$ cat src/rtl/dcache_controller.sv
// Data cache controller for the 2-way, 16-set, 32-byte-line dcache.
// Sequences hits, dirty write-back and refill between CPU, tag/data SRAM and memory.
module dcache_controller (
  input  logic         clk_i,
  input  logic         rst_i,
  input  logic [31:0]  cpu_addr_i,
  input  logic [31:0]  cpu_data_i,
  input  logic         cpu_MemRead_i,
  input  logic         cpu_MemWrite_i,
  output logic [31:0]  cpu_data_o,
  output logic         cpu_stall_o,
  output logic [3:0]   sram_addr_o,
  output logic [24:0]  sram_tag_o,
  output logic [255:0] sram_data_o,
  output logic         sram_enable_o,
  output logic         sram_write_o,
  input  logic [24:0]  sram_tag_i,
  input  logic [255:0] sram_data_i,
  input  logic         sram_hit_i,
  output logic [31:0]  mem_addr_o,
  output logic [255:0] mem_data_o,
  output logic         mem_enable_o,
  output logic         mem_write_o,
  input  logic [255:0] mem_data_i,
  input  logic         mem_ack_i
);

  typedef enum logic [2:0] {StIdle, StMiss, StWriteback, StRefill, StRefillDone} state_e;

  state_e         state_q, state_d;
  logic [22:0]    req_tag_q, req_tag_d;
  logic [3:0]     req_idx_q, req_idx_d;
  logic           mem_enable_q, mem_enable_d;
  logic           mem_write_q, mem_write_d;
  logic [31:0]    mem_addr_q, mem_addr_d;
  logic [255:0]   mem_data_q, mem_data_d;

  logic        req;
  logic        store;
  logic [22:0] cpu_tag;
  logic [3:0]  cpu_idx;
  logic [7:0]  word_base;
  logic        unused_byte;

  assign req         = cpu_MemRead_i | cpu_MemWrite_i;
  assign store       = cpu_MemWrite_i & ~cpu_MemRead_i;
  assign cpu_tag     = cpu_addr_i[31:9];
  assign cpu_idx     = cpu_addr_i[8:5];
  assign word_base   = {cpu_addr_i[4:2], 5'b0};
  assign unused_byte = ^cpu_addr_i[1:0];

  assign mem_enable_o = mem_enable_q;
  assign mem_write_o  = mem_write_q;
  assign mem_addr_o   = mem_addr_q;
  assign mem_data_o   = mem_data_q;
  assign cpu_stall_o  = req & ~((state_q == StIdle) & sram_hit_i);

  always_comb begin
    state_d      = state_q;
    req_tag_d    = req_tag_q;
    req_idx_d    = req_idx_q;
    mem_enable_d = mem_enable_q;
    mem_write_d  = mem_write_q;
    mem_addr_d   = mem_addr_q;
    mem_data_d   = mem_data_q;
    unique case (state_q)
      StIdle: begin
        // Latch the missing address so the refill survives a dropped request.
        if (req && !sram_hit_i) begin
          state_d   = StMiss;
          req_tag_d = cpu_tag;
          req_idx_d = cpu_idx;
        end
      end
      StMiss: begin
        mem_enable_d = 1'b1;
        if (sram_tag_i[24] && sram_tag_i[23]) begin
          mem_write_d = 1'b1;
          mem_addr_d  = {sram_tag_i[22:0], req_idx_q, 5'b0};
          mem_data_d  = sram_data_i;
          state_d     = StWriteback;
        end else begin
          mem_write_d = 1'b0;
          mem_addr_d  = {req_tag_q, req_idx_q, 5'b0};
          state_d     = StRefill;
        end
      end
      StWriteback: begin
        if (mem_ack_i) begin
          mem_write_d = 1'b0;
          mem_addr_d  = {req_tag_q, req_idx_q, 5'b0};
          state_d     = StRefill;
        end
      end
      StRefill: begin
        if (mem_ack_i) begin
          mem_enable_d = 1'b0;
          state_d      = StRefillDone;
        end
      end
      StRefillDone: state_d = StIdle;
      default:      state_d = StIdle;
    endcase
  end

  always_comb begin
    cpu_data_o    = '0;
    sram_enable_o = 1'b0;
    sram_write_o  = 1'b0;
    sram_addr_o   = '0;
    sram_tag_o    = '0;
    sram_data_o   = '0;
    if (cpu_MemRead_i) begin
      cpu_data_o = sram_data_i[word_base +: 32];
    end
    if (state_q == StIdle) begin
      if (req) begin
        sram_enable_o = 1'b1;
        sram_addr_o   = cpu_idx;
        sram_tag_o    = {1'b1, store, cpu_tag};
        if (sram_hit_i && store) begin
          sram_write_o                  = 1'b1;
          sram_data_o                   = sram_data_i;
          sram_data_o[word_base +: 32]  = cpu_data_i;
        end
      end
    end else begin
      // The victim tag is read in MISS even if the CPU dropped its request.
      sram_enable_o = req | (state_q == StMiss);
      sram_addr_o   = req_idx_q;
      sram_tag_o    = {1'b1, store, req_tag_q};
      if (state_q == StRefill && mem_ack_i) begin
        sram_enable_o = 1'b1;
        sram_write_o  = 1'b1;
        sram_data_o   = mem_data_i;
        sram_tag_o    = {2'b10, req_tag_q};
      end
    end
  end

  always_ff @(posedge clk_i) begin
    if (rst_i) begin
      state_q      <= StIdle;
      req_tag_q    <= '0;
      req_idx_q    <= '0;
      mem_enable_q <= 1'b0;
      mem_write_q  <= 1'b0;
      mem_addr_q   <= '0;
      mem_data_q   <= '0;
    end else begin
      state_q      <= state_d;
      req_tag_q    <= req_tag_d;
      req_idx_q    <= req_idx_d;
      mem_enable_q <= mem_enable_d;
      mem_write_q  <= mem_write_d;
      mem_addr_q   <= mem_addr_d;
      mem_data_q   <= mem_data_d;
    end
  end

endmodule

$ cat config.mk
export PLATFORM = sky130hd
export DESIGN_NAME = dcache_controller
export DESIGN_NICKNAME = d
export VERILOG_FILES = /design/src/rtl/dcache_controller.sv
export SDC_FILE = /design/constraint.sdc
export NUM_CORES = 1
export LEC_CHECK = 0
export CAP_MARGIN = 20
export CORE_AREA = 8 8 468 470
export CTS_BUF_LIST = sky130_fd_sc_hd__clkbuf_4 sky130_fd_sc_hd__clkbuf_8
export DETAILED_ROUTE_END_ITERATION = 10
export DIE_AREA = 0 0 476 478
export GPL_TIMING_DRIVEN = 0
export SLEW_MARGIN = 5
export SYNTH_ARGS = -nofsm -noshare
export SYNTH_HDL_FRONTEND = slang
export SYNTH_SLANG_ARGS = --single-unit
export TNS_END_PERCENT = 30
$ cat constraint.sdc
create_clock -name clk_i -period 6.1 [get_ports clk_i]
set_clock_uncertainty 0.05 [all_clocks]
set_input_delay 1.22 -clock clk_i [delete_from_list [all_inputs] [get_ports clk_i]]
set_output_delay 1.22 -clock clk_i [all_outputs]
set_load 0.02 [all_outputs]
==> parameters.txt <==
Parameter                              Value

Cells and area
  Number of fill cells in the layout    23700
  Fraction of layout cells with a size suffix above 1    about an eighth
  Non-Filler Cell Area, Final    roughly 0.04 mm2
  Multi-input combinational cell area    0.0143 mm2
  # nets final    4778
  Storage element area    0.00631 mm2
  Relative area change from synthesis to final layout    80.2%
  Share of the core filled with cells    18.9%

GRT
  Number of antenna violations at the first check in global routing    between 200 and 250
  Wire length of the first global-routing pass    ~410 mm
  Largest net degree at the start of global routing    19
  Global Route Usage Sum    approximately 28%
  Grt ovf    0
  Vias in the first global route    around 32000

Power
  Power Density    205 mW/mm2
  Worst IR drop on VDD    0.195 mV
  Fraction of power spent switching nets    between 40% and 50%
  Static leakage power    approximately 13 nW
  Total power after layout    between 8 and 9 mW
  Switching pwr    3.60 mW
  Internal power consumption    ~4.6 mW
  Sequential cell fraction of total power    a little over a quarter
  Clock network fraction of design power    between 20 and 30%
  Combinational power share    roughly 43%

Worst setup path
  Critical Path Sink Type    output port
  WS Path Type    input port to output port
  Critical path origin    cpu_addr_i[3]
  Gate family responsible for the most delay along the worst path    buffers and inverters
  Largest stage delay on the critical path    roughly 0.60 ns
  Required time of the worst setup path    4.83 ns
  Buf+Inv Stages, Crit Path    8
  Crit path cell chain    clkdlybuf4s15_2 > buf_12 > buf_12 > buf_8 > inv_1 > ha_1 > ha_2 > clkbuf_4 > and4b_1 > o2111ai_2 > clkbuf_8 > o211ai_1 > clkdlybuf4s15_1
  Most Frequent Cell on Critical Path    buf_12
  CP arrival    4.87 ns
  R2r startpoint    state_q[2]
  CP startpoint kind    input port
  Maximum fanout along the worst path    10
  Highest-delay cell along the critical path    o211ai_1
  Cells on worst reg2reg path    7
  Minimum setup slack among reg-to-reg paths    between 2 and 3 ns
  Reg2Reg Capture Point    mem_data_o[35]

Run status
  Outcome    finished with violations
  Failing checks    setup timing

STA
  Final-layout setup total negative slack    -0.0448 ns
  Clock period minus worst slack    just over 6 ns
  Number of failing setup endpoints in the final timing report    1
  Final clock period utilization by the worst path    101%
  Worst setup slack after layout    -0.0448 ns
  Max Freq    about 160 MHz
  Final hold violations    0
  Transition time of the tightest slew-check pin    approximately 1.2 ns
  Slew margin rel.    roughly a fifth
  RSZ-0062 raised after global routing    true
  Count of final max-slew check failures    0

Place
  Buffers added on ports    between 1000 and 1500
  HPWL Detailed    300 mm
  Cell area reported after detailed placement    about 0.038 mm2
  RePlAce Congestion    between 0.9 and 1

Logic synthesis
  Syn_area_per_cell    7.72 um2
  Multiplexer share of the synthesized area    approximately 6.5%
  XOR/XNOR share of the synthesized area    less than 1%
  Main synth FF type    dfxtp_1
  Compound-cell area share of the yosys netlist    between 30% and 40%
  Post-synth design cell area    between 0.02 and 0.025 mm2
  Number of flops mapped to enable cells by yosys    0
  FF+latch count, synth    about 320
  Fraction of registers with async set or reset after synthesis    0%
  Area share of and/or/nand/nor cells after synthesis    25.6%
  Dominant combinational cell family by area after synthesis    compound AO/OA/AOI/OAI gates
  Post-synthesis cell type count    54
  Adder-cell share of the synthesized area    less than 1%
  Fraction of the yosys area taken by sequential cells    roughly 28%
  Syn Inst Count    between 2000 and 3000
  Synth warn    0

Detailed routing
  Via-per-instance ratio    between 4 and 5
  Drt pass-1 iters    7
  Total wire length    around 340 mm
  WL per Instance    around 48 um
  DRC errors left    0
  ANT nets after route    0
  DRC violation total after the first TritonRoute iteration    ~3200
  DR vias    roughly 33000

CTS
  Post-CTS Hold Buffers    0
  Clock root buffer master    clkbuf_8
  Clock tree from TritonCTS    built
  Clock slew seen by the registers of the worst setup and hold paths    roughly 0.060 ns
  Number of buffers between clock root and the deepest sink    3
  Total clock buffers created by CTS    just over 60
  Later-pin clock latency in the skew report    0.86 ns
  Total number of clock tree sinks    about 320
  Total number of H-tree levels    2

Floorplanning
  Die Wd    ~480 um
  Die Height    478 um
  Rows    169
  Number of I/O pins    1217
  Initial core utilization    about a tenth
  Die area    ~0.23 mm2
  Area of the placeable core    around 0.21 mm2

Min path
  Startpoint of the most critical hold path    mem_data_o[161]
  Kind of path behind the tightest hold check    register to register
  Capture endpoint of the worst hold path    mem_data_o[161]
  Worst hold path cell count    2

Job
  Number of violations of the max-capacitance limit    0
-- logic make-up after synthesis --
family / Yosys count
simple gates: 1018
fa+ha+maj: 6
other cells: 1
mux: 64
buf+inv: 446
xor+xnor: 1
compound gates: 1016
flops: 315
-- worst max-delay path by stage --
stage,depth (start not counted),to
5_1_grt,11,sram_data_o[30]
3_5_place_dp,12,sram_data_o[5]
3_3_place_gp,12,sram_data_o[5]
4_1_cts,15,sram_data_o[97]
2_1_floorplan,10,sram_data_o[10]
6_report,13,sram_data_o[67]
-- state kept, by name (all words and copies together) (netlist names) --
register / cells
req_tag_q: 23
req_idx_q: 4
mem_addr_o: 27
mem_write_o: 1
mem_data_o: 256
state_q: 3
mem_enable_o: 1
-- worst min-delay path: cells and delay by family (launching register included) --
family             cells  cell delay [ns]
DFF                    1             0.30
AOI/OAI and AO/OA      2             0.12
-- placed cells by master, fill, tap and decap left out, types with 59 or more instances in the layout --
cell               n
nand2_1          263
and4b_1           86
clkdlybuf4s50_1  971
clkdlybuf4s15_2   66
nand3_1          347
o211ai_2          59
mux4_2            64
diode_2           95
clkbuf_1         285
nand4_1          130
a22o_1            59
a21oi_1          289
o211ai_1         153
clkbuf_8          81
dlygate4sd2_1    118
dfxtp_1          315
o21ai_0          286
-- repair_timing --
item,4_1_cts,5_1_grt
pin swaps,21,9
setup endpoints to repair,291,162
gates resized for setup,559,73
gates cloned,0,0
hold endpoints to repair,0,0
setup buffers,8,0
-- synthesized netlist by cell type (37+ instances only) --
master,instances,area [um2]
a21oi_1,289,1450
a22o_1,59,517
and4b_1,86,861
buf_1,38,143
clkbuf_1,333,1250
dfxtp_1,315,6310
inv_1,37,139
mux4_2,64,1440
nand2_1,263,987
nand3_1,347,1740
nand4_1,130,813
o211ai_1,153,1150
o211ai_2,60,751
o21ai_0,286,1430
-- power groups by stage --
stage | clock, mW | sequential, mW | combinational, mW
6_report | 2.44 | 2.24 | 3.51
5_1_grt | 2.55 | 2.25 | 3.62
4_1_cts | 2.48 | 2.24 | 3.52
3_5_place_dp | 0 | 2.28 | 3.52
3_3_place_gp | 0 | 2.28 | 3.48
2_1_floorplan | 0 | 2.35 | 1.15
-- layer usage --
| layer | GRT usage, % | part of all wire, % | vias up |
|---|---|---|---|
| met4 | 14.6 | 6.2 | 88 |
| met2 | 47.4 | 47 | 2313 |
| met1 | 30.2 | 36 | 16500 |
| met5 | 0 | 0.16 | - |
| li1 | - | - | 13700 |
| met3 | 12.0 | 11 | 668 |
-- through the flow --
| stage | std cells | hold WS, ns | setup slack [ns] |
|---|---|---|---|
| 2_1_floorplan | 2871 | 0.408 | 0.727 |
| 3_3_place_gp | 6898 | 0.411 | -3.36 |
| 3_5_place_dp | 6917 | 0.416 | -2.89 |
| 4_1_cts | 7032 | 0.424 | -0.0227 |
| 5_1_grt | 7071 | 0.444 | -0.0164 |
| 6_report | 7127 | 0.424 | -0.0448 |
-- final cells by class --
cell class                      instances  area share (%)
Multi-Input combinational cell       2110            35.9
Timing Repair Buffer                 1233            30.7
Sequential cell                       315            15.8
Tap cell                             2821            8.85
Buffer                                407            4.50
Clock buffer                           95            3.04
Antenna cell                           95           0.596
Inverter                               37           0.348
Clock inverter                         14           0.311
No activity file was read; power rests on OpenSTA's default activity.
